[config.mk]
export PLATFORM = sky130hd
export DESIGN_NAME = note_scheduler
export DESIGN_NICKNAME = d
export VERILOG_FILES = /design/src/rtl/note_scheduler.sv
export SDC_FILE = /design/constraint.sdc
export NUM_CORES = 1
export LEC_CHECK = 0
export CORE_MARGIN = 10
export CORE_UTILIZATION = 45
export CTS_CLUSTER_DIAMETER = 50
export CTS_CLUSTER_SIZE = 10
export DETAILED_ROUTE_END_ITERATION = 16
export PLACE_DENSITY = 0.74
export SLEW_MARGIN = 15
export SYNTH_ARGS = -nofsm -noshare
export SYNTH_HDL_FRONTEND = slang
export SYNTH_SLANG_ARGS = --single-unit
[constraint.sdc]
create_clock -name clk -period 3.6 [get_ports clk]
set_input_delay 0.54 -clock clk [delete_from_list [all_inputs] [get_ports clk]]
set_output_delay 0.54 -clock clk [all_outputs]
set_load 0.01 [all_outputs]
[src/rtl/note_scheduler.sv]
// note_scheduler: walks the note chart ROM in order and issues each note once its timestamp
// falls inside the lookahead window. Define NOTE_SCHED_LATE_DROP_EN to skip notes already too late.
module note_scheduler #(
  parameter int TIME_W    = 32,
  parameter int ADDR_W    = 12,
  parameter int LANES     = 5,
  parameter int LOOKAHEAD = 2000,
  parameter int LATE_WIN  = 150
) (
  input  logic                    clk,
  input  logic                    reset_n,
  input  logic                    game_reset,
  input  logic                    pause,
  input  logic [TIME_W-1:0]       song_time,
  output logic [ADDR_W-1:0]       rom_addr,
  input  logic [TIME_W+LANES-1:0] rom_data,
  output logic                    note_valid,
  input  logic                    note_ready,
  output logic [TIME_W-1:0]       note_time,
  output logic [LANES-1:0]        note_lanes,
  output logic                    chart_done,
  output logic [15:0]             notes_issued,
  output logic [15:0]             notes_dropped
);

`ifdef NOTE_SCHED_LATE_DROP_EN
  localparam logic LATE_DROP_EN = 1'b1;
`else
  localparam logic LATE_DROP_EN = 1'b0;
`endif

  localparam logic [TIME_W:0] LOOKAHEAD_EXT = (TIME_W+1)'(LOOKAHEAD);
  localparam logic [TIME_W:0] LATE_WIN_EXT  = (TIME_W+1)'(LATE_WIN);

  typedef enum logic [2:0] {
    S_IDLE    = 3'd0,
    S_FETCH   = 3'd1,
    S_WAIT    = 3'd2,
    S_CHECK   = 3'd3,
    S_PRESENT = 3'd4,
    S_DONE    = 3'd5
  } state_t;

  state_t              state_q, state_d;
  logic [ADDR_W-1:0]   addr_q, addr_d;
  logic [TIME_W-1:0]   last_q;
  logic [TIME_W-1:0]   time_q, time_d;
  logic [LANES-1:0]    lanes_q, lanes_d;
  logic                valid_q, valid_d;
  logic                done_q, done_d;
  logic [15:0]         issued_q, issued_d;
  logic [15:0]         dropped_q, dropped_d;
  logic                rewind_s, due_s, late_s;

  function automatic logic [15:0] sat_inc(input logic [15:0] v);
    return (v == 16'hFFFF) ? v : v + 16'd1;
  endfunction

  // A backwards step of song_time means the timer restarted underneath us.
  assign rewind_s = game_reset || (song_time < last_q);
  assign due_s    = ({1'b0, time_q} <= ({1'b0, song_time} + LOOKAHEAD_EXT));
  assign late_s   = LATE_DROP_EN && (({1'b0, time_q} + LATE_WIN_EXT) < {1'b0, song_time});

  // Next-state, chart address, latched note and counter computation.
  always_comb begin
    state_d   = state_q;
    addr_d    = addr_q;
    time_d    = time_q;
    lanes_d   = lanes_q;
    issued_d  = issued_q;
    dropped_d = dropped_q;
    if (rewind_s) begin
      state_d   = S_IDLE;
      addr_d    = '0;
      issued_d  = 16'd0;
      dropped_d = 16'd0;
    end else begin
      case (state_q)
        S_IDLE:  state_d = S_FETCH;
        S_FETCH: state_d = S_WAIT;
        S_WAIT: begin
          time_d  = rom_data[TIME_W+LANES-1:LANES];
          lanes_d = rom_data[LANES-1:0];
          state_d = S_CHECK;
        end
        S_CHECK: begin
          if (lanes_q == '0) begin
            state_d = S_DONE;
          end else if (late_s) begin
            dropped_d = sat_inc(dropped_q);
            if (&addr_q) begin
              state_d = S_DONE;
            end else begin
              addr_d  = addr_q + ADDR_W'(1);
              state_d = S_FETCH;
            end
          end else if (!pause && due_s) begin
            state_d = S_PRESENT;
          end else begin
            state_d = S_CHECK;
          end
        end
        S_PRESENT: begin
          if (note_ready) begin
            issued_d = sat_inc(issued_q);
            if (&addr_q) begin
              state_d = S_DONE;
            end else begin
              addr_d  = addr_q + ADDR_W'(1);
              state_d = S_FETCH;
            end
          end else begin
            state_d = S_PRESENT;
          end
        end
        S_DONE:  state_d = S_DONE;
        default: state_d = S_IDLE;
      endcase
    end
    valid_d = (state_d == S_PRESENT);
    done_d  = (state_d == S_DONE);
  end

  // State and output registers.
  always_ff @(posedge clk or negedge reset_n) begin
    if (!reset_n) begin
      state_q   <= S_IDLE;
      addr_q    <= '0;
      last_q    <= '0;
      time_q    <= '0;
      lanes_q   <= '0;
      valid_q   <= 1'b0;
      done_q    <= 1'b0;
      issued_q  <= 16'd0;
      dropped_q <= 16'd0;
    end else begin
      state_q   <= state_d;
      addr_q    <= addr_d;
      last_q    <= song_time;
      time_q    <= time_d;
      lanes_q   <= lanes_d;
      valid_q   <= valid_d;
      done_q    <= done_d;
      issued_q  <= issued_d;
      dropped_q <= dropped_d;
    end
  end

  assign rom_addr      = addr_q;
  assign note_valid    = valid_q;
  assign note_time     = time_q;
  assign note_lanes    = lanes_q;
  assign chart_done    = done_q;
  assign notes_issued  = issued_q;
  assign notes_dropped = dropped_q;

endmodule

==> results.txt, run 1 <==
----------------------------------------------------
[Setup path]
  Number of buffer and inverter instances along the worst setup path ... 3
  Crit path arrival time ... around 3.8 ns
  CP peak stage delay ... approximately 0.55 ns
  Critical path fanouts, max ... 4
  Cell at the slowest stage of the critical path ... or4_4
  Cell family with most CP delay ... simple AND/OR/NAND/NOR gates
  Cell depth of the worst setup path ... 17
  Worst r2r path cells ... 10
  Type of element capturing the critical path ... flip-flop
  Critical path start-end classification ... input pin to flip-flop
  Crit start category ... input pin
  Data required time at the worst endpoint ... between 3 and 4 ns
  Critical Path, Cell by Cell ... buf_8 > or4_4 > a211oi_4 > nor2_4 > nand2_2 > nor2_4 > xnor2_2 > ha_1 > nand4_1 > buf_4 > buf_4 > nor3_1 > a22oi_1 > and4_4 > or4b_4 > a41oi_4 > nor2_1

[Synth]
  Number of enable flip-flop cells after synthesis ... 0
  Post-synth top area cell ... dfrtp_1
  Post-Synth Simple-Gate Area ... about 15%
  Cell count after synthesis ... 580
  Yosys warning count ... 0
  Post-synthesis async set-or-reset flop share ... 100.0%
  Total standard cell area after synthesis ... 5953 sq um
  Share of synthesized area occupied by flip-flops and latches ... between 40% and 50%
  Count of distinct cell types in the synthesized netlist ... 46
  Adder and majority gate portion of the synthesized area ... between 10 and 15%
  Compound-Gate Fraction of Synth Area ... approximately 7%
  Number of synthesized register bits ... about 100
  Syn avg cell area ... just over 10 sq um
  Synth top cells by count ... dfrtp_1, ha_1, nor2_1
  Ys flop type ... dfrtp_1
  Multiplexer share of the synthesized area ... around 7.3%
  Most common cell in the netlist ... dfrtp_1
  Area share of the largest cell type after synthesis ... around 43%
  Post-Synth XOR/XNOR Area ... between 7 and 8%
  Synth area leaders ... dfrtp_1, ha_1, mux2_2
  Main combinational cell family by area after synthesis ... simple AND/OR/NAND/NOR gates

[Clocking]
  Number of clock buffers inserted by TritonCTS ... 9
  Clock network latency to the later pin of the worst-skew pair ... 0.35 ns
  Number of sinks handled by clock tree synthesis ... between 100 and 150
  TritonCTS clock tree ... yes
  Cts-stage hold buffer count ... 0
  Htree depth ... 3
  Register clock-pin slew on the reported worst setup and hold paths ... about 0.070 ns
  Max Buffers Root-to-Sink ... 2
  CTS root buffer ... clkbuf_16

[Global route]
  Overall routing resource usage ... a little under a fifth
  Largest net degree at the start of global routing ... between 80 and 90
  Total overflow reported by the global router ... 0
  Wire length of the first global-routing pass ... between 20 and 30 mm
  Via count of the first global-routing pass ... ~5300
  Number of antenna violations at the first check in global routing ... 0

[Placement]
  Worst setup slack before clock tree synthesis ... -0.7337 ns
  DP HPWL ... between 10 and 15 mm
  RePlAce Congestion ... between 0.8 and 0.9
  Cell count after placement ... around 930
  Count of input and output buffers ... 140

[Final layout]
  Count of filler cells inserted in the layout ... about 1000
  Number of standard cells in the layout, taps in and fillers out ... about 960
  Fraction of layout instances using a drive strength above 1 ... a little under a fifth
  Relative area change from synthesis to final layout ... 40.84%
  Number of antenna cells inserted ... 0
  Fin nets ... approximately 930

[STA]
  Final Worst Setup Slack ... roughly 0.035 ns
  Fin. Hold Viols ... 0
  Count of pins over their slew limit ... 0
  Max_slew headroom ... around 48%
  Minimum clock period ... about 3.6 ns
  Total of endpoints with negative setup slack in the final report ... 0
  Transition time of the tightest slew-check pin ... 0.7730 ns
  Max Clock Skew ... about 0.0089 ns
  Period utilisation layout ... a little under 100%
  Highest clock rate ... 0.2805 GHz
  Unrepaired setup endpoints after global routing ... yes

[Drt]
  Vias after detailed routing ... around 5000
  Met3 wire len ... ~1.2 mm
  Met1 wire length ... about 6.9 mm
  Antenna Nets Post-Route ... 0
  Total detailed-routing wirelength ... 16.82 mm
  DRC violation count after routing ... 0
  Highest routed metal layer ... met4
  Routed wire per std cell ... approximately 18 microns
  Met2 Wirelength ... between 8 and 9 mm
  Iteration count of the initial detailed-routing pass ... 4
  First DRT Iteration DRCs ... between 150 and 200
  Routed via count divided by cell count ... between 5 and 6

[Power]
  Leakage power of the design ... 3.927 nW
  Fraction of power consumed by the clock network ... roughly 30%
  Combinational cell fraction of total power ... about 28%
  Power density over cell area ... slightly below 400 nW/um^2
  Switching power of the nets ... roughly 0.94 mW
  Share of power burned in registers ... a little over two fifths
  Internal power ... 2.284 mW
  Worst IR Drop VDD ... between 0.0002 and 0.00025 V
  Net switching share of the total power ... 29.15%

[Status]
  Result of the run ... finished clean

[Floorplanning]
  Standard-cell rows ... 41
  Placeable Area ... between 10000 and 15000 sq um
  Floorplan die width ... ~140 microns
  Effective utilization at floorplan ... 46.61%
  Boundary pin count ... between 150 and 200
  Full die area ... 18230 sq um
  Die span in y ... roughly 140 microns

[Run]
  Reported max-cap violation count ... 0

[Worst hold path]
  Min-Delay Path Class ... input pin to async pin

----------------------------------------------------
state kept, by name, indices dropped and copies added, names as in the netlist:
register      count
chart_done        1
notes_issued     16
note_time        32
state_q           3
rom_addr         12
last_q           32
note_valid        1
note_lanes        5
cell families after synthesis:
| kind of cell | after synthesis |
|---|---|
| XOR/XNOR | 51 |
| AO/OA/AOI/OAI | 64 |
| buffers and inverters | 71 |
| flip-flops | 102 |
| multiplexers | 39 |
| adder cells (fa/ha/maj) | 66 |
| AND/OR/NAND/NOR | 186 |
| other | 1 |
metal layers:
layer,global-route usage [%],up-vias
li1,-,2405
met1,20.65,2425
met2,32.25,128
met3,5.564,24
met4,6.041,0
met5,0,-
power by group through the flow:
stage	registers, mW	clock network [mW]	logic (mW)
finish	1.36	0.944	0.919
global route	1.37	1.02	1.01
CTS	1.36	0.962	0.902
detailed placement	1.38	0	0.884
global placement	1.38	0	0.849
floorplan	1.40	0	0.372
what timing repair did:
| item | in CTS | in global routing |
|---|---|---|
| setup endpoints to repair | 5 | 5 |
| hold endpoints to repair | 0 | 0 |
| gates resized for setup | 34 | 26 |
| pin swaps | 15 | 21 |
| buffers inserted | 7 | 5 |
worst paths after layout:
path / startpoint / to / slack [ns]
max: song_time[8] / state_q[2]$_DFF_PN0_ / 0.04
max reg2reg: last_q[10]$_DFF_PN0_ / note_time[22]$_DFFE_PN0P_ / 0.82
min in group clk: song_time[8] / last_q[8]$_DFF_PN0_ / 0.40
min: reset_n / note_time[14]$_DFFE_PN0P_ / 0.25
max in group asynchronous: reset_n / note_time[6]$_DFFE_PN0P_ / 2.61
min reg2reg: note_time[5]$_DFFE_PN0P_ / note_time[5]$_DFFE_PN0P_ / 0.54
through the flow:
stage | instance area, sq um | setup TNS [ns] | power, mW | util, % | hold slack, ns
after CTS | 8265 | 0 | 3.225 | 64.71 | 0.4235
final | 8384 | 0 | 3.223 | 65.64 | 0.2517
after global routing | 8384 | -0.2150 | 3.407 | 65.64 | 0.3096
after global placement | 7881 | -2.723 | 2.228 | 61.70 | 0.5199
after detailed placement | 7881 | -3.433 | 2.267 | 61.70 | 0.5275
after floorplan | 6028 | 0 | 1.768 | - | 0.2444
worst register-to-register path, cell delays in order (launching register included):
cell and delay (ns):
dfrtp_1 0.32, inv_1 0.04, ha_1 0.31, nand4_1 0.16
nor2_1 0.19, a211oi_1 0.08, o22ai_1 0.24, o21ai_1 0.21
a2111oi_4 0.47, buf_12 0.26, mux2_2 0.39
cells in the final DEF (no fill, tap or decap), types with 4 or more instances in the layout:
| master | count |
|---|---|
| clkdlybuf4s50_1 | 124 |
| dfrtp_1 | 102 |
| ha_1 | 65 |
| buf_4 | 60 |
| nor2_1 | 55 |
| inv_1 | 46 |
| mux2_2 | 35 |
| nand2_1 | 34 |
| xnor2_1 | 26 |
| xor2_1 | 24 |
| nand3_1 | 23 |
| nand4_1 | 22 |
| a21oi_1 | 21 |
| conb_1 | 16 |
| o21ai_0 | 10 |
| and3_1 | 9 |
| a21o_1 | 9 |
| clkbuf_16 | 9 |
| nor3_1 | 8 |
| and4_1 | 7 |
| and2_1 | 7 |
| dlymetal6s2s_1 | 7 |
| buf_6 | 5 |
| dlygate4sd2_1 | 4 |
final cells by class:
| class | instances | area [sq um] | share of cell area, % |
|---|---|---|---|
| clock inverter | 3 | 18.77 | 0.2238 |
| tap | 172 | 215.2 | 2.567 |
| inverter | 46 | 172.7 | 2.059 |
| sequential | 102 | 2552 | 30.44 |
| clock buffer | 12 | 266.5 | 3.179 |
| multi-input combinational | 422 | 3228 | 38.50 |
| timing repair buffer | 204 | 1931 | 23.03 |
Power figures use the tool's default switching activity.
==> run 2, diff against run 1 <==
--- a/config.mk
+++ b/config.mk
@@ -6,11 +6,12 @@
 export NUM_CORES = 1
 export LEC_CHECK = 0
 export CORE_MARGIN = 10
-export CORE_UTILIZATION = 45
+export CORE_UTILIZATION = 30
 export CTS_CLUSTER_DIAMETER = 50
 export CTS_CLUSTER_SIZE = 10
 export DETAILED_ROUTE_END_ITERATION = 16
-export PLACE_DENSITY = 0.74
+export DONT_BUFFER_PORTS = 1
+export PLACE_DENSITY = 0.43
 export SLEW_MARGIN = 15
 export SYNTH_ARGS = -nofsm -noshare
 export SYNTH_HDL_FRONTEND = slang
==> run 2 against run 1 <==
  * Worst setup slack better by 0.077 ns
  * Critical path depth decreased by 3
  * Via count is 16% lower
  * Die area up 42%
  * Highest routed layer unchanged
==> results.txt, run 2 (synthesis gave the netlist of run 1 again) <==
----------------------------------------------------
[Clocking]
  Max Buffers Root-to-Sink ... 2 (unchanged)
  CTS root buffer ... clkbuf_16
  Htree depth ... 3 (unchanged)
  TritonCTS clock tree ... yes
  Clock network latency to the later pin of the worst-skew pair ... 0.35 ns (about the same)
  Number of clock buffers inserted by TritonCTS ... 9 (unchanged)
  Number of sinks handled by clock tree synthesis ... 102 (unchanged)
  Register clock-pin slew on the reported worst setup and hold paths ... 0.07 ns (about the same)

[STA]
  Highest clock rate ... 0.2867 GHz (+2.2%)
  Period utilisation layout ... 96.89% (-2.1 points)
  Unrepaired setup endpoints after global routing ... yes
  Total of endpoints with negative setup slack in the final report ... 0 (unchanged)
  Fin. Hold Viols ... 0 (unchanged)
  Max Clock Skew ... 0.009310 ns (+0.0004031 ns)
  TNS Setup ... 0 ns (unchanged)
  Minimum clock period ... 3.488 ns (-0.07666 ns)
  Max_slew headroom ... 65.27% (+17 points)
  Count of pins over their slew limit ... 0 (unchanged)
  Transition time of the tightest slew-check pin ... 0.5210 ns (-0.2520 ns)

[Worst hold path]
  Min-Delay Path Class ... input pin to async pin

[Power]
  Leakage power of the design ... 3.119 nW (-21%)
  Power density over cell area ... 441.1 nW/um^2 (+15%)
  Worst IR Drop VDD ... 0.0002193 V (+5.6%)

[Placement]
  DP HPWL ... 12.31 mm (-4.8%)
  Cell area reported after detailed placement ... 6309 sq um (-20%)
  Cell count after placement ... 850 (-9.0%)
  RePlAce Congestion ... 0.7699 (-12%)
  Count of input and output buffers ... 0 (-100%)

[Drt]
  Iteration count of the initial detailed-routing pass ... 4 (unchanged)
  Antenna Nets Post-Route ... 0 (unchanged)
  Vias after detailed routing ... 4187 (-16%)
  Routed via count divided by cell count ... 4.824 (-7.0%)
  Total detailed-routing wirelength ... 15.66 mm (-6.9%)
  Routed wire per std cell ... 18.04 microns (+3.1%)
  DRC violation count after routing ... 0 (unchanged)
  First DRT Iteration DRCs ... 149 (-9.7%)

[Global route]
  Total overflow reported by the global router ... 0 (unchanged)
  Overall routing resource usage ... 12.08% (-6.3 points)
  Wire length of the first global-routing pass ... 24.79 mm (-8.2%)
  Number of antenna violations at the first check in global routing ... 1 (+1)
  Via count of the first global-routing pass ... 4427 (-16%)
  Largest net degree at the start of global routing ... 103 (+21%)

[Setup path]
  Critical path fanouts, max ... 7 (+3)
  Crit path arrival time ... 3.71 ns (-0.09 ns)
  Critical path start-end classification ... input pin to flip-flop
  Crit start category ... input pin
  Type of element capturing the critical path ... flip-flop
  Data required time at the worst endpoint ... 3.82 ns (-0.02 ns)

[Floorplanning]
  Full die area ... 25880 sq um (+42%)
  Floorplan die width ... 160.9 microns (+19%)
  Placeable Area ... 19460 sq um (+52%)
  Standard-cell rows ... 51 (+24%)
  Boundary pin count ... 157 (unchanged)
  Die span in y ... 160.9 microns (+19%)
  Effective utilization at floorplan ... 30.59% (-16 points)

[Run]
  Reported max-cap violation count ... 0 (unchanged)

[Final layout]
  Final non-filler cell area ... 6741 sq um (-20%)
  Relative area change from synthesis to final layout ... 13.24%
  Fin nets ... 738 (-20%)
  Number of standard cells in the layout, taps in and fillers out ... 868 (-9.7%)
  Number of antenna cells inserted ... 0 (unchanged)
  Count of filler cells inserted in the layout ... 1998 (+100%)
  Multi-input gate area ... 3211 sq um (-0.54%)
  Most frequent cells in the layout ... dfrtp_1, ha_1, nor2_1, inv_1, mux2_2
  Fraction of layout instances using a drive strength above 1 ... 14.26% (-3.9 points)
  Footprint of the flip-flops and latches ... 2552 sq um (unchanged)
  Most frequent standard cell in the layout excluding fill and tap cells ... dfrtp_1

[Status]
  Result of the run ... finished clean

----------------------------------------------------
==> run 2: changes by cell type in the layout (fill, tap and decap cells not counted), moves of 3 or more <==
cell,previous run,this run
buf_4,60,15
buf_6,5,0
clkbuf_8,3,0
clkdlybuf4s50_1,124,0
dlygate4sd2_1,4,0
dlymetal6s2s_1,7,0
==> run 2: where the power goes <==
group          switching (mW)  leakage (nW)  internal, mW
clock network           0.446         0.159         0.606
registers               0.169          1.33          1.26
logic                   0.258          1.63         0.236
total                   0.873          3.12          2.10
==> run 2: what timing repair did <==
| item | in CTS | in global routing |
|---|---|---|
| hold endpoints to repair | 102 | 0 |
| pin swaps | 0 | 8 |
| buffers inserted | 0 | 1 |
| endpoints found under the setup margin | 2 | 5 |
| gates resized for setup | 1 | 17 |
| hold buffers | 1 | 0 |
==> run 2: path summary, 6_finish.rpt <==
check | startpoint | endpoint | slack (ns) | cells past startpoint
setup / recovery | song_time[6] | chart_done$_DFF_PN0_ | 0.11 | 14
hold / removal | reset_n | note_time[14]$_DFFE_PN0P_ | 0.13 | 1
setup reg to reg | last_q[2]$_DFF_PN0_ | note_time[16]$_DFFE_PN0P_ | 0.74 | 10
hold reg to reg | state_q[2]$_DFF_PN0_ | state_q[1]$_DFF_PN0_ | 0.61 | 1
max in group asynchronous | reset_n | notes_issued[11]$_DFFE_PN0P_ | 3.07 | 1
min in group clk | song_time[19] | last_q[19]$_DFF_PN0_ | 0.21 | 0
==> run 2: routing by layer <==
metal | wire length [microns] | vias to the layer above | track usage, %
li1 | - | 2026 | -
met1 | 6599 | 2027 | 14.07
met2 | 7258 | 120 | 19.45
met3 | 1584 | 14 | 5.573
met4 | 219 | 0 | 3.598
met5 | 0 | - | 0
==> run 2: area by class of cell <==
type / count / area share (%)
multi-input combinational: 422 / 47.62
sequential: 102 / 37.86
tap: 265 / 4.918
clock buffer: 9 / 3.341
inverter: 46 / 2.561
timing repair buffer: 17 / 2.376
clock inverter: 7 / 1.318
==> run 2: per-stage QoR <==
step | worst slack [ns] | power (mW) | utilization, % | hold WS, ns
CTS | 0.02963 | 3.029 | 34.21 | 0.1459
finish | 0.1120 | 2.973 | 34.64 | 0.1345
global placement | -0.2333 | 1.902 | 32.41 | 0.2513
global route | -0.07752 | 3.177 | 34.64 | 0.1577
detailed placement | -0.3795 | 1.919 | 32.41 | 0.2513
floorplan | 0.001914 | 1.768 | - | 0.2444
==> run 2: worst max-delay path: stages <==
cell and delay, ns:
or4_4 0.54, a211oi_4 0.29, nor2_4 0.08, nand2_2 0.09
nor2_2 0.04, xnor2_1 0.12, ha_1 0.28, nand4_1 0.16
nor4_4 0.38, o311ai_2 0.16, and4_4 0.23, or4b_4 0.54
a41oi_4 0.19, nor3_1 0.07
